**config.mk**
```make
export PLATFORM = sky130hd
export DESIGN_NAME = vga_scanout
export DESIGN_NICKNAME = d
export VERILOG_FILES = /design/src/rtl/vga_scanout.sv
export SDC_FILE = /design/constraint.sdc
export NUM_CORES = 1
export LEC_CHECK = 0
export CAP_MARGIN = 20
export CORE_MARGIN = 2
export CORE_UTILIZATION = 59
export CTS_BUF_LIST = sky130_fd_sc_hd__clkbuf_4
export DETAILED_ROUTE_END_ITERATION = 8
export PLACE_DENSITY = 0.88
export SETUP_SLACK_MARGIN = 0.4
export SLEW_MARGIN = 30
export SYNTH_ARGS = -nofsm -noshare
export SYNTH_HDL_FRONTEND = slang
export SYNTH_SLANG_ARGS = --single-unit
```
**constraint.sdc**
```tcl
create_clock -name clk -period 6.39 [get_ports clk]
set_input_delay 0.9585 -clock clk [delete_from_list [all_inputs] [get_ports clk]]
set_output_delay 0.9585 -clock clk [all_outputs]
set_load 0.03 [all_outputs]
```
**src/rtl/vga_scanout.sv**
```systemverilog
// VGA scan-out engine: display timing, framebuffer word fetch, pixel unpack and
// RGB expansion. Every output lags its counter position by RD_LAT+2 clocks.
module vga_scanout #(
    parameter int HACTIVE = 640,
    parameter int HFP     = 16,
    parameter int HSYNC   = 96,
    parameter int HBP     = 48,
    parameter int VACTIVE = 480,
    parameter int VFP     = 10,
    parameter int VSYNC   = 2,
    parameter int VBP     = 33,
    parameter int BPP     = 8,
    parameter int ADDR_W  = 17,
    parameter int RD_LAT  = 1
) (
    input  logic              clk,
    input  logic              reset,
    input  logic              enable,
    input  logic              scale,
    input  logic [ADDR_W-1:0] fb_base,
    output logic              rden,
    output logic [ADDR_W-1:0] rdaddress,
    input  logic [31:0]       q,
    output logic              hsync,
    output logic              vsync,
    output logic              sync_b,
    output logic              blank_b,
    output logic [7:0]        red,
    output logic [7:0]        green,
    output logic [7:0]        blue,
    output logic              frame_start
);
    localparam int HTOTAL = HACTIVE + HFP + HSYNC + HBP;
    localparam int VTOTAL = VACTIVE + VFP + VSYNC + VBP;
    localparam int HW     = $clog2(HTOTAL);
    localparam int VW     = $clog2(VTOTAL);
    localparam int PPW    = 32 / BPP;
    localparam int PPW_LG = (BPP == 8) ? 2 : (BPP == 16) ? 1 : 0;
    localparam int WPL    = HACTIVE / PPW;
    localparam int L      = RD_LAT + 2;
    localparam int D      = RD_LAT + 1;

    localparam logic [HW-1:0]     H_ACT  = HW'(HACTIVE);
    localparam logic [HW-1:0]     H_SB   = HW'(HACTIVE + HFP);
    localparam logic [HW-1:0]     H_SE   = HW'(HACTIVE + HFP + HSYNC);
    localparam logic [HW-1:0]     H_LAST = HW'(HTOTAL - 1);
    localparam logic [VW-1:0]     V_ACT  = VW'(VACTIVE);
    localparam logic [VW-1:0]     V_SB   = VW'(VACTIVE + VFP);
    localparam logic [VW-1:0]     V_SE   = VW'(VACTIVE + VFP + VSYNC);
    localparam logic [VW-1:0]     V_LAST = VW'(VTOTAL - 1);
    localparam logic [ADDR_W-1:0] WPL_A  = ADDR_W'(WPL);
    localparam logic [1:0]        IDX_MASK = 2'(PPW - 1);

    logic [HW-1:0]     h;
    logic [VW-1:0]     v;
    logic              enable_l, scale_l;
    logic [ADDR_W-1:0] line_base;
    logic              origin, en_eff, sc_eff, visible, fetch, hs_now, vs_now;
    logic [HW-1:0]     sx;
    logic [1:0]        pix_idx;
    logic [ADDR_W-1:0] base_eff;

    // At the frame origin the settings are being latched this very clock, so
    // the origin position itself must already see the incoming values.
    assign origin   = (h == '0) && (v == '0);
    assign en_eff   = origin ? enable  : enable_l;
    assign sc_eff   = origin ? scale   : scale_l;
    assign base_eff = origin ? fb_base : line_base;
    assign sx       = sc_eff ? (h >> 1) : h;
    assign pix_idx  = sx[1:0] & IDX_MASK;
    assign visible  = (h < H_ACT) && (v < V_ACT);
    assign fetch    = visible && en_eff && (pix_idx == 2'd0) && !(sc_eff && h[0]);
    assign hs_now   = !((h >= H_SB) && (h < H_SE));
    assign vs_now   = !((v >= V_SB) && (v < V_SE));

    logic [L-1:0]   hs_p, vs_p, bl_p, fs_p;
    logic [D-1:0]   ld_p, on_p;
    logic [1:0]     idx_p [D];
    logic [31:0]    word_reg, word_cur;
    logic [BPP-1:0] pix;
    logic [7:0]     r_x, g_x, b_x;

    // Stage RD_LAT lines up with q; the first pixel of a word takes it directly.
    assign word_cur = ld_p[RD_LAT] ? q : word_reg;
    assign pix      = BPP'(word_cur >> (int'(idx_p[RD_LAT]) * BPP));

    generate
        if (BPP == 8) begin : g_rgb332
            assign r_x = {pix[7:5], pix[7:5], pix[7:6]};
            assign g_x = {pix[4:2], pix[4:2], pix[4:3]};
            assign b_x = {4{pix[1:0]}};
        end else if (BPP == 16) begin : g_rgb565
            assign r_x = {pix[15:11], pix[15:13]};
            assign g_x = {pix[10:5], pix[10:9]};
            assign b_x = {pix[4:0], pix[4:2]};
        end else begin : g_rgb888
            logic [7:0] unused_alpha;
            assign unused_alpha = pix[31:24];
            assign r_x = pix[23:16];
            assign g_x = pix[15:8];
            assign b_x = pix[7:0];
        end
    endgenerate

    always_ff @(posedge clk or negedge reset) begin
        if (!reset) begin
            h         <= '0;
            v         <= '0;
            enable_l  <= 1'b0;
            scale_l   <= 1'b0;
            line_base <= '0;
            rden      <= 1'b0;
            rdaddress <= '0;
            hs_p      <= '1;
            vs_p      <= '1;
            bl_p      <= '0;
            fs_p      <= '0;
            ld_p      <= '0;
            on_p      <= '0;
            for (int i = 0; i < D; i++) idx_p[i] <= 2'd0;
            word_reg  <= '0;
            red       <= '0;
            green     <= '0;
            blue      <= '0;
        end else begin
            if (h == H_LAST) begin
                h <= '0;
                v <= (v == V_LAST) ? '0 : v + 1'b1;
            end else begin
                h <= h + 1'b1;
            end

            // line_base doubles as the latched fb_base and advances per source line.
            if (origin) begin
                enable_l  <= enable;
                scale_l   <= scale;
                line_base <= fb_base;
            end else if (h == H_LAST && v < V_ACT && (!scale_l || v[0])) begin
                line_base <= line_base + WPL_A;
            end

            rden      <= fetch;
            rdaddress <= base_eff + ADDR_W'(sx >> PPW_LG);

            hs_p <= {hs_p[L-2:0], hs_now};
            vs_p <= {vs_p[L-2:0], vs_now};
            bl_p <= {bl_p[L-2:0], visible};
            fs_p <= {fs_p[L-2:0], origin};
            ld_p <= {ld_p[D-2:0], fetch};
            on_p <= {on_p[D-2:0], visible && en_eff};
            idx_p[0] <= pix_idx;
            for (int i = 1; i < D; i++) idx_p[i] <= idx_p[i-1];

            word_reg <= word_cur;
            red      <= on_p[RD_LAT] ? r_x : 8'd0;
            green    <= on_p[RD_LAT] ? g_x : 8'd0;
            blue     <= on_p[RD_LAT] ? b_x : 8'd0;
        end
    end

    assign hsync       = hs_p[L-1];
    assign vsync       = vs_p[L-1];
    assign blank_b     = bl_p[L-1];
    assign frame_start = fs_p[L-1];
    assign sync_b      = 1'b0;
endmodule

```
==> key figures, run 1 <==
Pwr
  • Combinational fraction of design power: 0.156
  • Cell Int Power: roughly 1.1 mW
  • Sw Pwr: between 400 and 500 uW
  • Largest vdd supply drop: about 0.13 mV
  • Pwr dens: 226.9 mW/mm^2
  • Clock power share: 0.315
  • Switch share: 0.2795
  • Leakage: 2.820 nW
  • Sequential Power Share: 0.529

Floorplan
  • Die Width: approximately 100 um
  • Initial Util: 0.6021
  • Die area: 0.01008 sq mm
  • Row cnt: 35
  • # IOs: 100
  • Die H: 100.4 um
  • Standard cell core area: 0.009109 sq mm

Yosys
  • Syn nets: 546
  • Post-Syn Area: 0.005484 sq mm
  • Top FF cell, synth: dfrtp_1
  • Cells after synthesis: 478
  • #FFs+latches synth: 116
  • Synth warnings: 0
  • Register area share after synthesis: 0.5307
  • Number of synthesized flops with an enable pin: 0
  • Synthesized area per cell: 11.47 sq um
  • Post-synth ARST share: 1.000
  • Netlist cell types: 54

Setup path
  • Crit-path cells: inv_1, ha_1, or4b_4, nor3_2, buf_4, mux2i_1, mux2_2, ha_1, fa_1, a21o_1, a21oi_1, o31a_1, nor3b_1, xnor2_1, mux2i_1
  • Worst Path Max Fanout: 29
  • Critical path arrival: 5.43 ns
  • Worst path slowest cell: mux2i_1
  • CP Capture Type: flop
  • WP data required: 6.76 ns
  • Worst setup path category: flop to flop
  • Setup crit start kind: flop
  • Max stage delay on crit path: 0.84 ns

Cells and area
  • Max FFs per register: 32
  • Commonest non-fill, non-tap cell in the layout: dfrtp_1
  • Final antenna diode count: 0
  • Fillers: just over 600
  • Register area: slightly below 0.003 sq mm
  • Area delta synth->final: 21.56%
  • Layout net count: about 630
  • Post-route cell area: between 0.006 and 0.007 sq mm
  • Finished Core Util: 0.7319
  • Leading cell types in the layout, fill and taps excluded: dfrtp_1, clkdlybuf4s50_1, nand2_1, mux2_2, o21ai_0
  • Multi-input gate area: 0.002327 sq mm
  • Share of cells above drive strength 1: 0.1716

Placed design
  • DP Area: 0.006419 sq mm
  • Routability cong.: between 0.8 and 0.9
  • Port Buffer Count: slightly below 100
  • Dpl hpwl: 8116 um

CTS
  • Clock Latency Late Sink: 0.52 ns
  • Clk Tree Root Cell: clkbuf_4
  • Reg clk slew, reported paths: 0.10 ns
  • CTS Sinks: 116
  • H-tree levels: 4
  • Clock Path Buffers: 2
  • CTS Buf Count: 17
  • CTS resizes: 0
  • CTS Hold Bufs: 0
  • CTS tree: done
  • Post-CTS Setup Bufs: 0

STA
  • Worst Skew: approximately 0.026 ns
  • Final cycle utilization of the critical path: 0.7921
  • Highest clock rate: 197.6 MHz
  • Final Max Tran Viols: 0
  • Slew margin rel.: 0.3447
  • TNS Setup: 0 ns
  • Setup Viol. Count Final: 0
  • Worst-margin pin slew: 0.9556 ns
  • Final Hold Violating Endpoints: 0
  • Crit path time final: 5.061 ns
  • Unrepaired setup endpoints after global routing: false

GRT
  • GRT overflow: 0
  • Initial antenna violation count: 0
  • Largest net degree at the start of global routing: 68
  • GRT Util Overall: 0.2453
  • First-pass GRT wire length: 19150 um
  • Vias in the first global route: 3991

Route
  • Via-to-Cell Ratio: 5.715
  • Routed len/inst: 16.68 um
  • Pre-Repair DR Iteration Count: 5
  • Routed WL: 11470 um
  • # DRC: 0
  • Via count: 3932
  • DRT iter0 DRCs: 237
  • Post-route ant nets: 0

Outcome
  • Outcome: finished, final reports clean

Job
  • MaxCap Viol Count: 0

Min path
  • Hold Crit Class: flop to flop
-- power by group through the flow --
stage          Clock, mW  Combinational, mW  Sequential, mW
2_1_floorplan          0              0.112           0.836
3_3_place_gp           0              0.230           0.811
3_5_place_dp           0              0.236           0.815
4_1_cts            0.483              0.238           0.801
5_1_grt            0.517              0.252           0.805
6_report           0.477              0.236           0.800
-- layer usage --
layer	GRT usage	vias to the layer above	wire length (um)
met5	0	-	0
met4	0.09484	0	216
met3	0.05014	21	672
met2	0.4208	172	5888
met1	0.3076	1936	4697
li1	-	1803	-
-- cell families (layout without fill, tap and decap cells) --
logic type,after synthesis,count (layout),share of synthesized area
AOI/OAI and AO/OA,59,59,0.06548
xor gates and xnor gates,39,39,0.06229
adders and majority gates,15,15,0.03559
buffers and inverters,44,143,0.04586
DFF,116,116,0.5307
muxes,53,53,0.1241
other,1,1,0.0006838
and+or+nand+nor,151,151,0.1353
-- per-stage QoR --
stage	cells	hold slack [ns]	setup WS (ns)	power, mW
2_1_floorplan	478	0.3312	2.382	0.9484
3_3_place_gp	656	0.3337	1.682	1.041
3_5_place_dp	656	0.3363	1.486	1.051
4_1_cts	688	0.3473	1.405	1.522
5_1_grt	688	0.3683	1.083	1.575
6_report	688	0.3540	1.329	1.512
-- synthesized netlist by cell type, types with 4 or more instances --
| library cell | instances | area (sq um) |
|---|---|---|
| buf_1 | 4 | 15.01 |
| nor3_1 | 9 | 45.04 |
| nand3_1 | 14 | 70.07 |
| mux2i_1 | 5 | 50.05 |
| and3_1 | 5 | 31.28 |
| xnor2_1 | 19 | 166.4 |
| inv_1 | 9 | 33.78 |
| nor2_1 | 24 | 90.09 |
| mux2_2 | 40 | 450.4 |
| a21oi_1 | 12 | 60.06 |
| xor2_1 | 20 | 175.2 |
| a21boi_0 | 4 | 30.03 |
| mux4_2 | 8 | 180.2 |
| ha_1 | 14 | 175.2 |
| nor4_1 | 4 | 25.02 |
| clkbuf_1 | 8 | 30.03 |
| dfstp_2 | 6 | 157.7 |
| buf_4 | 18 | 135.1 |
| and2_1 | 11 | 68.82 |
| o21ai_0 | 27 | 135.1 |
| nand2_1 | 63 | 236.5 |
| dfrtp_1 | 110 | 2753 |
-- critical path: cells and delay by family, from the launching register on --
family	cells	cell delay (ns)
AO/OA/AOI/OAI	3	0.84
flip-flops	1	0.43
multiplexers	3	1.37
XOR/XNOR	1	0.20
buffers and inverters	2	0.45
AND/OR/NAND/NOR	3	0.80
adder cells (fa/ha/maj)	3	0.81
-- final cells by class --
cell class | count | area share
clock buffers | 18 | 0.02027
clock inverters | 14 | 0.01689
inverters | 9 | 0.005068
multi-input cells | 318 | 0.3491
flip-flops and latches | 116 | 0.4366
well taps | 111 | 0.02083
repair buffers | 102 | 0.1513
-- final timing paths --
kind	from	to	slack, ns	cells after the start
min	on_p[0]$_DFF_PN0_	on_p[1]$_DFF_PN0_	0.35	0
max reg2reg	h[1]$_DFF_PN0_	rdaddress[12]$_DFF_PN0_	1.33	15
min reg2reg	on_p[0]$_DFF_PN0_	on_p[1]$_DFF_PN0_	0.35	0
max in group asynchronous	reset	idx_p[1]$_DFF_PN0_	4.67	2
min in group asynchronous	reset	line_base[14]$_DFFE_PN0P_	0.44	1
max	h[1]$_DFF_PN0_	rdaddress[12]$_DFF_PN0_	1.33	15
Power figures use the tool's default switching activity.
==> run 2: changes to the inputs <==
--- a/config.mk
+++ b/config.mk
@@ -7,10 +7,10 @@
 export LEC_CHECK = 0
 export CAP_MARGIN = 20
 export CORE_MARGIN = 2
-export CORE_UTILIZATION = 59
+export CORE_UTILIZATION = 54
 export CTS_BUF_LIST = sky130_fd_sc_hd__clkbuf_4
 export DETAILED_ROUTE_END_ITERATION = 8
-export PLACE_DENSITY = 0.88
+export PLACE_DENSITY = 0.82
 export SETUP_SLACK_MARGIN = 0.4
 export SLEW_MARGIN = 30
 export SYNTH_ARGS = -nofsm -noshare
==> constraint.sdc (replaced) <==
create_clock -name clk -period 4.76 [get_ports clk]
set_input_delay 0.714 -clock clk [delete_from_list [all_inputs] [get_ports clk]]
set_output_delay 0.714 -clock clk [all_outputs]
set_load 0.03 [all_outputs]
==> key figures, run 2 (same netlist as run 1, synthesis figures left out) <==
Cells and area
  • Layout net count: 632 (unchanged)
  • Number of cells in the finished layout apart from fillers: 710 (+3.2%)
  • Fillers: 737 (+18%)
  • Post-route cell area: 0.006756 sq mm (+1.4%)
  • Max FFs per register: 32 (unchanged)
  • Finished Core Util: 0.6881 (-0.04379)
  • Leading cell types in the layout, fill and taps excluded: dfrtp_1, clkdlybuf4s50_1, nand2_1, mux2_2, o21ai_0
  • Commonest non-fill, non-tap cell in the layout: dfrtp_1
  • Share of cells above drive strength 1: 0.1733 (+0.001733)
  • Final antenna diode count: 0 (unchanged)
  • Area delta synth->final: 23.20%

STA
  • Setup ws final: 0.7154 ns (-0.6132 ns)
  • Crit path time final: 4.045 ns (-1.017 ns)
  • Final Max Tran Viols: 0 (unchanged)
  • Highest clock rate: 247.2 MHz (+25%)
  • Slew margin rel.: 0.5373 (+0.1926)
  • Worst Skew: 0.01943 ns (-0.006206 ns)
  • Worst-margin pin slew: 0.6941 ns (-0.2615 ns)
  • Unrepaired setup endpoints after global routing: false
  • TNS Setup: 0 ns (unchanged)
  • Final Hold Violating Endpoints: 0 (unchanged)
  • Final cycle utilization of the critical path: 0.8497 (+0.05763)
  • Setup Viol. Count Final: 0 (unchanged)

CTS
  • Clock Path Buffers: 2 (unchanged)
  • CTS Buf Count: 17 (unchanged)
  • CTS tree: done
  • H-tree levels: 4 (unchanged)
  • CTS Hold Bufs: 0 (unchanged)
  • Clk Tree Root Cell: clkbuf_4
  • Reg clk slew, reported paths: 0.11 ns (about the same)
  • CTS Sinks: 116 (unchanged)
  • Clock Latency Late Sink: 0.50 ns (-0.02 ns)

Pwr
  • Largest vdd supply drop: 0.1653 mV (+24%)
  • Leakage: 2.836 nW (+0.59%)
  • Combinational fraction of design power: 0.150 (-0.006)
  • Sequential Power Share: 0.506 (-0.023)
  • Clock power share: 0.344 (+0.029)
  • Cell Int Power: 1.570 mW (+44%)
  • Pwr dens: 314.3 mW/mm^2 (+39%)
  • Switch share: 0.2608 (-0.01875)
  • Sw Pwr: 553.8 uW (+31%)

Min path
  • Hold Crit Class: primary input to async pin

Setup path
  • Max stage delay on crit path: 0.49 ns (-0.35 ns)
  • Critical path arrival: 4.41 ns (-1.02 ns)
  • Crit-path cells: inv_1, ha_1, or4b_4, nor3_2, mux2i_1, buf_4, mux2_2, fa_1, a21o_1, a21oi_2, o31a_1, nor2_1, xor2_1, nor2_1, a21oi_1
  • Setup crit start kind: flop
  • CP dominant cell by count: nor2_1
  • Worst setup path category: flop to flop
  • CP Capture Type: flop
  • Worst path slowest cell: or4b_4
  • Worst Path Max Fanout: 11 (-62%)
  • WP data required: 5.12 ns (-1.64 ns)

Outcome
  • Outcome: finished, final reports clean

Route
  • Post-route ant nets: 0 (unchanged)
  • Routed WL: 11280 um (-1.7%)
  • Pre-Repair DR Iteration Count: 4 (-1)
  • Via-to-Cell Ratio: 5.375 (-6.0%)
  • DRT iter0 DRCs: 227 (-4.2%)
  • Routed len/inst: 15.89 um (-4.7%)
  • # DRC: 0 (unchanged)
  • Via count: 3816 (-3.0%)

Placed design
  • Cells after DPL: 678 (+3.4%)
  • Routability cong.: 0.8133 (-8.8%)
  • Port Buffer Count: 98 (unchanged)
  • Place WS: 0.6861 ns (-0.7999 ns)
  • Dpl hpwl: 7990 um (-1.5%)
  • DP Area: 0.006447 sq mm (+0.45%)

Floorplan
  • Initial Util: 0.5585 (-0.04357)
  • Die Width: 104.8 um (+4.3%)
  • Die H: 104.8 um (+4.3%)
  • Die area: 0.01098 sq mm (+8.9%)
  • # IOs: 100 (unchanged)
  • Row cnt: 36 (+2.9%)
  • Standard cell core area: 0.009819 sq mm (+7.8%)

GRT
  • Initial antenna violation count: 0 (unchanged)
  • First-pass GRT wire length: 18920 um (-1.2%)
  • GRT overflow: 0 (unchanged)
  • Vias in the first global route: 3900 (-2.3%)
  • Largest net degree at the start of global routing: 80 (+18%)
  • GRT Util Overall: 0.2183 (-0.02697)

Job
  • MaxCap Viol Count: 0 (unchanged)
## run 2: metrics by stage
stage               hold slack [ns]  total power, mW
floorplan                    0.3312            1.273
global placement             0.3336            1.399
detailed placement           0.3347            1.412
CTS                          0.3512            2.144
global route                 0.2481            2.218
finish                       0.2290            2.124
## run 2: final timing paths
| kind | startpoint | to | slack (ns) | cells past startpoint |
|---|---|---|---|---|
| min in group clk | bl_p[1]$_DFF_PN0_ | bl_p[2]$_DFF_PN0_ | 0.36 | 0 |
| worst max register to register | h[0]$_DFF_PN0_ | rdaddress[10]$_DFF_PN0_ | 0.72 | 15 |
| max in group asynchronous | reset | vs_p[0]$_DFF_PN1_ | 3.54 | 2 |
| worst min register to register | bl_p[1]$_DFF_PN0_ | bl_p[2]$_DFF_PN0_ | 0.36 | 0 |
| worst max-delay path | h[0]$_DFF_PN0_ | rdaddress[10]$_DFF_PN0_ | 0.72 | 15 |
| worst min-delay path | reset | rdaddress[16]$_DFF_PN0_ | 0.23 | 1 |
## run 2: worst max-delay path, delay by kind of cell, from the launching register on
family                     cells  cell delay, ns
AOI/OAI and AO/OA              4            0.81
xor gates and xnor gates       1            0.14
adders and majority gates      2            0.61
buffers and inverters          2            0.35
DFF                            1            0.44
muxes                          2            0.65
and+or+nand+nor                4            0.93
## run 2: timing repair
action                                  in CTS  in global routing
gates resized for setup                      0                  2
endpoints found under the setup margin       0                  5
setup buffers                                0                  0
## run 2: routing by layer
metal  share of wire  GRT usage  vias to the layer above
met2            0.51     0.3701                      109
met4           0.014    0.06095                        0
li1                -          -                     1806
met1            0.43     0.2760                     1884
met5               0          0                        -
met3           0.047    0.05989                       17
## run 2: power groups by stage
stage               logic, mW  registers, mW  clock network, mW
finish                  0.318           1.07              0.731
detailed placement      0.319           1.09                  0
global route            0.339           1.08              0.797
CTS                     0.321           1.07              0.749
floorplan               0.151           1.12                  0
global placement        0.310           1.09                  0
## run 2: layout make-up
type	count	area (sq um)	area share
well taps	133	166.4	0.02463
clock buffers	18	135.1	0.02000
repair buffers	102	1012	0.1498
clock inverters	14	162.7	0.02407
multi-input cells	318	2335	0.3456
flip-flops and latches	116	2912	0.4309
inverters	9	33.78	0.005000
